==> config.mk <==
export PLATFORM = sky130hd
export DESIGN_NAME = uart_tx_frame_flat
export DESIGN_NICKNAME = d
export VERILOG_FILES = /design/src/rtl/uart_pkg.sv /design/src/rtl/uart_tx_frame_if.sv /design/src/rtl/uart_tx_frame_baud_gen.sv /design/src/rtl/uart_tx_frame.sv /design/src/flat_wrapper.sv
export SDC_FILE = /design/constraint.sdc
export NUM_CORES = 1
export LEC_CHECK = 0
export BUFFER_PORTS_ARGS = -buffer_cell sky130_fd_sc_hd__clkbuf_2
export CAP_MARGIN = 20
export CORE_ASPECT_RATIO = 1.25
export CORE_MARGIN = 2
export CORE_UTILIZATION = 45
export DETAILED_ROUTE_END_ITERATION = 10
export PLACE_DENSITY = 0.71
export RECOVER_POWER = 25
export SETUP_SLACK_MARGIN = 0.1
export SLEW_MARGIN = 25
export SYNTH_ARGS = -nofsm -noshare
export SYNTH_HDL_FRONTEND = slang
export SYNTH_HIERARCHICAL = 1
export SYNTH_SLANG_ARGS = --single-unit
==> constraint.sdc <==
create_clock -name clk -period 6.7 [get_ports clk]
set_input_delay 0.67 -clock clk [delete_from_list [all_inputs] [get_ports clk]]
set_output_delay 0.67 -clock clk [all_outputs]
set_load 0.005 [all_outputs]
==> src/rtl/uart_pkg.sv <==
// Shared UART constants, transmitter state encoding and counter sizing helper.
// Pure definitions: no latency or flow control of its own.
package uart_pkg;

   localparam int PARITY_NONE = 0;
   localparam int PARITY_ODD  = 1;
   localparam int PARITY_EVEN = 2;

   typedef enum logic [2:0] {
      IDLE,
      START,
      DATA,
      PAR,
      STOP
   } tx_state_t;

   // A divider of 1 or 2 still needs a one-bit counter.
   function automatic int cnt_width(input int n);
      return (n <= 2) ? 1 : $clog2(n);
   endfunction

endpackage

==> src/rtl/uart_tx_frame_if.sv <==
// Producer-to-transmitter word handshake, valid/ready.
// A word moves on any cycle with tx_valid && tx_ready; the producer holds it otherwise.
interface uart_tx_frame_if #(
   parameter int DATA_BITS = 8
);
   logic                 tx_valid;
   logic [DATA_BITS-1:0] tx_din;
   logic                 tx_ready;

   modport master (output tx_valid, output tx_din, input tx_ready);
   modport slave  (input tx_valid, input tx_din, output tx_ready);

endinterface

==> src/rtl/uart_tx_frame_baud_gen.sv <==
// Bit-period timer: bit_end pulses combinationally on the last cycle of each bit period.
// No backpressure; clear restarts the period from zero on the following cycle.
module uart_baud_gen
   import uart_pkg::*;
#(
   parameter int CLKS_PER_BIT = 10416
) (
   input  logic clk,
   input  logic rst,
   input  logic clear,
   output logic bit_end
);
   localparam int            CW   = cnt_width(CLKS_PER_BIT);
   localparam logic [CW-1:0] LAST = CW'(CLKS_PER_BIT - 1);

   logic [CW-1:0] cnt;

   always_ff @(posedge clk) begin
      if (rst || clear || bit_end) begin
         cnt <= '0;
      end else begin
         cnt <= cnt + 1'b1;
      end
   end

   assign bit_end = (cnt == LAST);

endmodule

==> src/rtl/uart_tx_frame.sv <==
// UART frame transmitter with one-entry holding register; line goes low 2 cycles after acceptance.
// tx_ready drops for the cycle after acceptance and returns one cycle after the shifter takes the word.
module uart_tx_frame
   import uart_pkg::*;
#(
   parameter int CLKS_PER_BIT = 10416,
   parameter int DATA_BITS    = 8,
   parameter int PARITY       = 0,
   parameter int STOP_BITS    = 1
) (
   input  logic               clk,
   input  logic               rst,
   uart_tx_frame_if.slave     tx,
   output logic               tx_serial,
   output logic               tx_active,
   output logic               tx_done
);
   localparam int IW = 4;

   if (CLKS_PER_BIT < 2 || CLKS_PER_BIT > 65535 || DATA_BITS < 5 || DATA_BITS > 9 ||
       PARITY < 0 || PARITY > 2 || (STOP_BITS != 1 && STOP_BITS != 2)) begin : g_bad_param
      $error("uart_tx_frame: parameter out of range");
   end

   tx_state_t            state, state_nxt;
   logic [DATA_BITS-1:0] hold_q, shift_q;
   logic                 hold_full, rdy_q, par_q, done_q;
   logic [IW-1:0]        idx_q;
   logic                 bit_end, load, accept, baud_clear;

   assign tx.tx_ready = rdy_q & ~rst;
   assign accept      = tx.tx_valid & tx.tx_ready;
   assign baud_clear  = (state == IDLE) || (state_nxt != state);

   uart_baud_gen #(.CLKS_PER_BIT(CLKS_PER_BIT)) u_baud (
      .clk     (clk),
      .rst     (rst),
      .clear   (baud_clear),
      .bit_end (bit_end)
   );

   // load marks the edge on which the shifter takes the holding register.
   always_comb begin
      state_nxt = state;
      load      = 1'b0;
      case (state)
         IDLE: begin
            if (hold_full) begin
               state_nxt = START;
               load      = 1'b1;
            end
         end
         START: begin
            if (bit_end) state_nxt = DATA;
         end
         DATA: begin
            if (bit_end && idx_q == IW'(DATA_BITS - 1)) begin
               state_nxt = (PARITY != PARITY_NONE) ? PAR : STOP;
            end
         end
         PAR: begin
            if (bit_end) state_nxt = STOP;
         end
         STOP: begin
            if (bit_end && idx_q == IW'(STOP_BITS - 1)) begin
               if (hold_full) begin
                  state_nxt = START;
                  load      = 1'b1;
               end else begin
                  state_nxt = IDLE;
               end
            end
         end
         default: state_nxt = IDLE;
      endcase
   end

   always_comb begin
      tx_serial = 1'b1;
      case (state)
         START:   tx_serial = 1'b0;
         DATA:    tx_serial = shift_q[0];
         PAR:     tx_serial = par_q;
         default: tx_serial = 1'b1;
      endcase
   end

   always_ff @(posedge clk) begin
      if (rst) begin
         state     <= IDLE;
         hold_q    <= '0;
         hold_full <= 1'b0;
         rdy_q     <= 1'b1;
         shift_q   <= '0;
         par_q     <= 1'b0;
         idx_q     <= '0;
         done_q    <= 1'b0;
      end else begin
         state  <= state_nxt;
         done_q <= (state == STOP) && (state_nxt != STOP);

         // rdy_q lags hold_full by a cycle so ready reappears the cycle after the shifter load.
         if (accept) begin
            hold_q    <= tx.tx_din;
            hold_full <= 1'b1;
            rdy_q     <= 1'b0;
         end else begin
            rdy_q <= ~hold_full;
            if (load) hold_full <= 1'b0;
         end

         if (load) begin
            shift_q <= hold_q;
            par_q   <= (PARITY == PARITY_EVEN) ? ^hold_q : ~^hold_q;
         end else if (state == DATA && bit_end) begin
            shift_q <= shift_q >> 1;
         end

         if (state_nxt != state) begin
            idx_q <= '0;
         end else if (bit_end) begin
            idx_q <= idx_q + 1'b1;
         end
      end
   end

   assign tx_active = (state != IDLE);
   assign tx_done   = done_q;

endmodule
==> src/flat_wrapper.sv <==
// flat-port wrapper written by rule: the top's interface ports become plain ports
module uart_tx_frame_flat import uart_pkg::*;
#(
   parameter int CLKS_PER_BIT = 10416,
   parameter int DATA_BITS    = 8,
   parameter int PARITY       = 0,
   parameter int STOP_BITS    = 1
)
  (clk, rst, tx_serial, tx_active, tx_done, tx_tx_valid, tx_tx_din, tx_tx_ready);
  uart_tx_frame_if #(.DATA_BITS(DATA_BITS)) tx_i ();
  input  logic clk;
  input  logic rst;
  output logic tx_serial;
  output logic tx_active;
  output logic tx_done;
  input wire logic [$bits(tx_i.tx_valid)-1:0] tx_tx_valid;
  input wire logic [$bits(tx_i.tx_din)-1:0] tx_tx_din;
  output wire logic [$bits(tx_i.tx_ready)-1:0] tx_tx_ready;
  assign tx_i.tx_valid = tx_tx_valid;
  assign tx_i.tx_din = tx_tx_din;
  assign tx_tx_ready = tx_i.tx_ready;
  uart_tx_frame #(.CLKS_PER_BIT(CLKS_PER_BIT), .DATA_BITS(DATA_BITS), .PARITY(PARITY), .STOP_BITS(STOP_BITS)) u_core (.clk(clk), .rst(rst), .tx(tx_i), .tx_serial(tx_serial), .tx_active(tx_active), .tx_done(tx_done));
endmodule
[Yosys cells after proc, flatten, opt, wreduce, memory -nomap -nowiden]
Cells that the tools add are included.
Word-level totals
  register bits after elaboration: 41
  input port bits: 11
  output and inout port bits: 4
  logic and storage cells: 53
Operators by class
  $add $sub $neg: 2
  equality and inequality tests: 8
  mux-type cells: 16
  bitwise operators: 4
  reductions and logical operators: 14
Operators with widths (number)
  8-bit two-way mux: 2
  3-bit two-way mux: 5
  3-bit one-hot mux with 5 select lines: 1
  14-bit by 1-bit adder with 14-bit output (second input constant): 1
  14-bit equality test (second input constant): 1
  8-bit XNOR reduction: 1
  3-bit by 2-bit equality test with 1-bit output (second input constant): 2
  1-bit two-way mux: 6
  4-bit by 1-bit adder with 4-bit output (second input constant): 1
  4-bit by 3-bit equality test with 1-bit output (second input constant): 1
  1-bit logical AND: 4
  4-bit logical NOT: 1
  2-bit nonzero test: 2
  3-bit by 1-bit equality test with 1-bit output (second input constant): 1
  3-bit equality test (second input constant): 1
  3-bit logical NOT: 1
  1-bit logical OR: 3
  3-bit != test: 1
  3-bit != test (second input constant): 1
  1-bit one-hot mux with 3 select lines: 1
  3-bit nonzero test: 1
  1-bit AND: 2
  1-bit NOT: 2
  1-bit one-hot mux with 2 select lines: 1
  2-bit OR reduction: 1

[Longest topological paths before layout]
  depth after elaboration: 8
  gate-level depth with buffers: 12
  gate-level depth less buffers: 9

[Modules after synthesis]
The synthesis kept the hierarchy.
Modules (own cells, without submodules)
  uart_tx_frame: instances 1, cells each 141, area an instance 1253.7 µm²
  uart_baud_gen: instances 1, cells each 70, area an instance 619.3 µm²

[Worst setup path after synthesis]
OpenSTA, ideal clock, no wires.
  path kind: register to register
  from: register u_core.u_baud.cnt[0]
  to: register u_core.u_baud.cnt[10]
  library setup time: 0.064 ns
  arrival: 2.579 ns
  required time: 6.636 ns
  path slack: 4.057 ns
  stages on the path, launching flop included: 13
  clock period less this slack: 2.643 ns
  cells stage by stage: dfxtp_1 -> ha_1 -> nand3_1 -> nor4_2 -> buf_6 -> or3b_4 -> o2111ai_2 -> nand2_4 -> or3b_1 -> or3_1 -> buf_6 -> buf_6 -> nor2_1
Between the ends
  cells in the longest elaborated chain, start to end: 8
  elaborated cells between the ends (all ways): 13
  those cells by class: add/sub: 1; eq/ne: 2; mux: 5; reduce/logical: 5
Ends and longest elaborated chain
  start, declared: line uart_tx_frame_baud_gen.sv:16  | logic [CW-1:0] cnt;
  start signal, assigned: line uart_tx_frame_baud_gen.sv:22  | cnt <= cnt + 1'b1;
  14-bit equality test *: line uart_tx_frame_baud_gen.sv:26  | assign bit_end = (cnt == LAST);
  via u_core.bit_end: line uart_tx_frame.sv:29  | logic bit_end, load, accept, baud_clear;
  1-bit logical AND (on tied branches): line uart_tx_frame.sv:65, uart_tx_frame.sv:57
  3-bit two-way mux (on tied branches): line uart_tx_frame.sv:65, uart_tx_frame.sv:57
  3-bit one-hot mux with 5 select lines *: line uart_tx_frame.sv:46  | case (state)
  3-bit != test *: line uart_tx_frame.sv:33  | assign baud_clear = (state == IDLE) || (state_nxt != state);
  1-bit logical OR *: line uart_tx_frame.sv:33
  via u_core.baud_clear: line uart_tx_frame.sv:29
  1-bit logical OR * (2 in series): line uart_tx_frame_baud_gen.sv:19  | if (rst || clear || bit_end) begin
The timed path passes the listed nets; every way through them passes the cells marked *.
A chain may end at the register's enable or synchronous reset.

[Final worst setup path]
  from: register u_core.u_baud.cnt[8]
  to: register u_core.u_baud.cnt[6]
Same word-level chain as after synthesis.

==> reports/metrics.yaml <==
worst_setup_path:
  r2r_cells: 8
  reg2reg_to: "u_core/u_baud/cnt[6]$_SDFF_PP0_"
  cp-startpoint: "u_core/u_baud/cnt[8]$_SDFF_PP0_"
  reg2reg_setup_slack_ps: 3440
  critPathRequiredTime_ps: 6860
  end_kind: "flop"
  worstSetupPathType: "flop to flop"
  crit_fanout: 14
  r2r-start: "u_core/u_baud/cnt[8]$_SDFF_PP0_"
  cp-start-kind: "flop"
  arrival_ps: 3420
logic_synthesis:
  syn_nets: 225
  ys_ff_latch: 41
  synth_edf_count: 0
  synth.avg_cell_area_um2: 8.88
  netlist_area_mm2: 0.00187
  syn_inst: 211
  synth-adder-area-share: 0.0200
  synth_top_family_by_area: "simple AND/OR/NAND/NOR gates"
  seq_area_frac_synth: 0.438
  synth_compound_area_frac: 0.123
  async_reset_ff_frac: 0
  synth_warnings: 6
  synth_xor_area_frac: 0.103
  synth_mux_area_frac: 0.0107
  synth.distinct_cells: 39
  synthSimpleGateAreaFrac: 0.255
  synth_ff_type: "dfxtp_1"
cells_and_area:
  final_cell_area_mm2: 0.00203
  area_delta_synth_final_pct: 8.42
  drive_gt1_frac: 0.108
  final_cell_mix: "dfxtp_1, nand2_1, nor2_1, xnor2_1, a21oi_1"
  multi_input_area_um2: 957
  layout_commonest_cell: "dfxtp_1"
  nets: 236
  register_area_um2: 821
  fill_cells: 413
  insertedDiodeCount: 0
cts:
  cts_hold_buf: 0
  cts_sinks: 41
  cts_resized: 0
  cts_buffers: 5
  cts_setup_buffers: 0
  cts_tree: "yes"
  cts-root-buf: "clkbuf_8"
  clk_pin_slew_ps: 70
  cts_max_level: 2
  clk_latency_ps: 280
  clk_path_buf_depth: 2
global_route:
  grt_max_degree: 21
  grt_pass1_vias: 1332
  grt_usage: 0.162
  antenna_found_initial: 0
  grt_first_pass_wirelength_um: 5870
  grt.overflow.total: 0
min_path:
  holdCritStartpoint: "u_core/u_baud/cnt[0]$_SDFF_PP0_"
  min_to: "u_core/u_baud/cnt[0]$_SDFF_PP0_"
  min_delay_path_depth: 1
  min_path_type: "flop to flop"
route:
  via_count: 1422
  avgRoutedWirePerCell_um: 12.2
  wl_um: 3390
  via_per_inst: 5.12
  drc: 0
  ant_nets: 0
  dr.pass1.iters: 4
  first_iter_violations: 43
power:
  seqPwrFrac: 0.570
  p_comb_frac: 0.081
  power_density_mw_per_mm2: 223
  p_total_mw: 0.453
  p_leak_nw: 0.662
  p_switching_mw: 0.104
  internal_power_mw: 0.350
  ir_drop_v: 0.000147
  swShare: 0.228
  pwr-share-clk: 0.350
sta:
  drv_slew: 0
  setup_viol: 0
  achievable-frequency_mhz: 307
  period_needed_ps: 3260
  rsz0062_at_grt: "false"
  hold_viol_final: 0
  finClkSkew_ps: 1.21
  worstMarginPinSlew_ps: 916
  fin_tns_setup_ps: 0
  period_share: 0.487
  relSlewSlack: 0.384
die:
  num_io_pins: 15
  start_util: 0.464
  die_h_um: 76.1
  row_count: 26
  die_x_um: 61.7
  fp.dieArea_mm2: 0.00470
  core-area_mm2: 0.00403
run:
  drv_cap: 0
placement:
  place_area_mm2: 0.00195
  gp_congestion: 0.849
  dpl.hpwl_um: 2400
  io_buffers: 14
run_status:
  outcome: "finished clean"
==> worst max-delay path by stage <==
stage | cells past startpoint | end | slack, ps
after detailed placement | 8 | u_core/u_baud/cnt[10]$_SDFF_PP0_ | 3470
final | 8 | u_core/u_baud/cnt[6]$_SDFF_PP0_ | 3440
after global routing | 9 | u_core/u_baud/cnt[5]$_SDFF_PP0_ | 3140
after CTS | 8 | u_core/u_baud/cnt[6]$_SDFF_PP0_ | 3460
after floorplan | 12 | u_core/u_baud/cnt[10]$_SDFF_PP0_ | 4060
after global placement | 8 | u_core/u_baud/cnt[8]$_SDFF_PP0_ | 3560
==> stage by stage <==
stage / hold slack [ps] / worst slack [ps] / instances / util
2_1_floorplan: 429 / 4060 / 211 / -
3_3_place_gp: 447 / 3560 / 271 / 0.483
3_5_place_dp: 456 / 3470 / 271 / 0.483
4_1_cts: 468 / 3460 / 278 / 0.504
5_1_grt: 496 / 3140 / 278 / 0.503
6_report: 466 / 3440 / 278 / 0.503
==> layout make-up <==
class | instances | share of cell area
clock buffers | 7 | 0.0425
inverters | 8 | 0.0148
multi-input cells | 152 | 0.471
flip-flops and latches | 41 | 0.404
well taps | 56 | 0.0345
repair buffers | 14 | 0.0327
==> cell usage after synthesis (2+ instances only) <==
library cell,n,area share
inv_1,8,0.016
dfxtp_1,41,0.44
xnor2_1,18,0.084
buf_2,4,0.011
ha_1,3,0.020
mux2i_1,2,0.011
nor2_1,20,0.040
nor4_1,8,0.027
a21oi_1,13,0.035
a22oi_1,6,0.024
o21ai_0,11,0.029
nor3_1,5,0.013
xor2_1,4,0.019
nand2_1,26,0.052
or3_1,2,0.0067
buf_6,3,0.018
nand4_1,3,0.010
nand3_1,5,0.013
clkbuf_1,3,0.0060
nand3b_1,7,0.028
==> layer usage <==
| layer | global-route usage | up-vias | routed length, um |
|---|---|---|---|
| met5 | 0 | - | 0 |
| met4 | 0.0638 | 0 | 44 |
| met3 | 0.0475 | 5 | 118 |
| met2 | 0.251 | 22 | 1570 |
| met1 | 0.208 | 641 | 1650 |
| li1 | - | 754 | - |
==> flip-flops by register name (all words and copies together) (netlist names) <==
register and count:
u_core/hold_full 1, u_core/hold_q 8, u_core/idx_q 4, u_core/par_q 1, u_core/rdy_q 1, u_core/shift_q 8, u_core/state 3, u_core/tx_done 1
u_core/u_baud/cnt 14
==> cell families (layout without fill, tap and decap cells) <==
kind of cell               after synthesis  in the layout
and+or+nand+nor                         88             88
DFF                                     41             41
AOI/OAI and AO/OA                       37             37
xor gates and xnor gates                22             22
buffers and inverters                   18             29
adders and majority gates                3              3
muxes                                    2              2
==> critical path: stages, from the launching register on <==
cell      delay [ps]
dfxtp_1          370
or4_1            550
nor4_2           770
and4bb_4         390
a21oi_1           80
a21oi_1          340
or3b_1           170
or3_1            370
nor2_1           100
==> power groups by stage <==
stage | registers, mW | logic (mW) | clock network (mW)
after floorplan | 0.262 | 0.0300 | 0
after global placement | 0.264 | 0.0364 | 0
after global routing | 0.259 | 0.0416 | 0.174
after CTS | 0.258 | 0.0372 | 0.165
after detailed placement | 0.264 | 0.0371 | 0
final | 0.258 | 0.0365 | 0.159
Power figures use the tool's default switching activity.
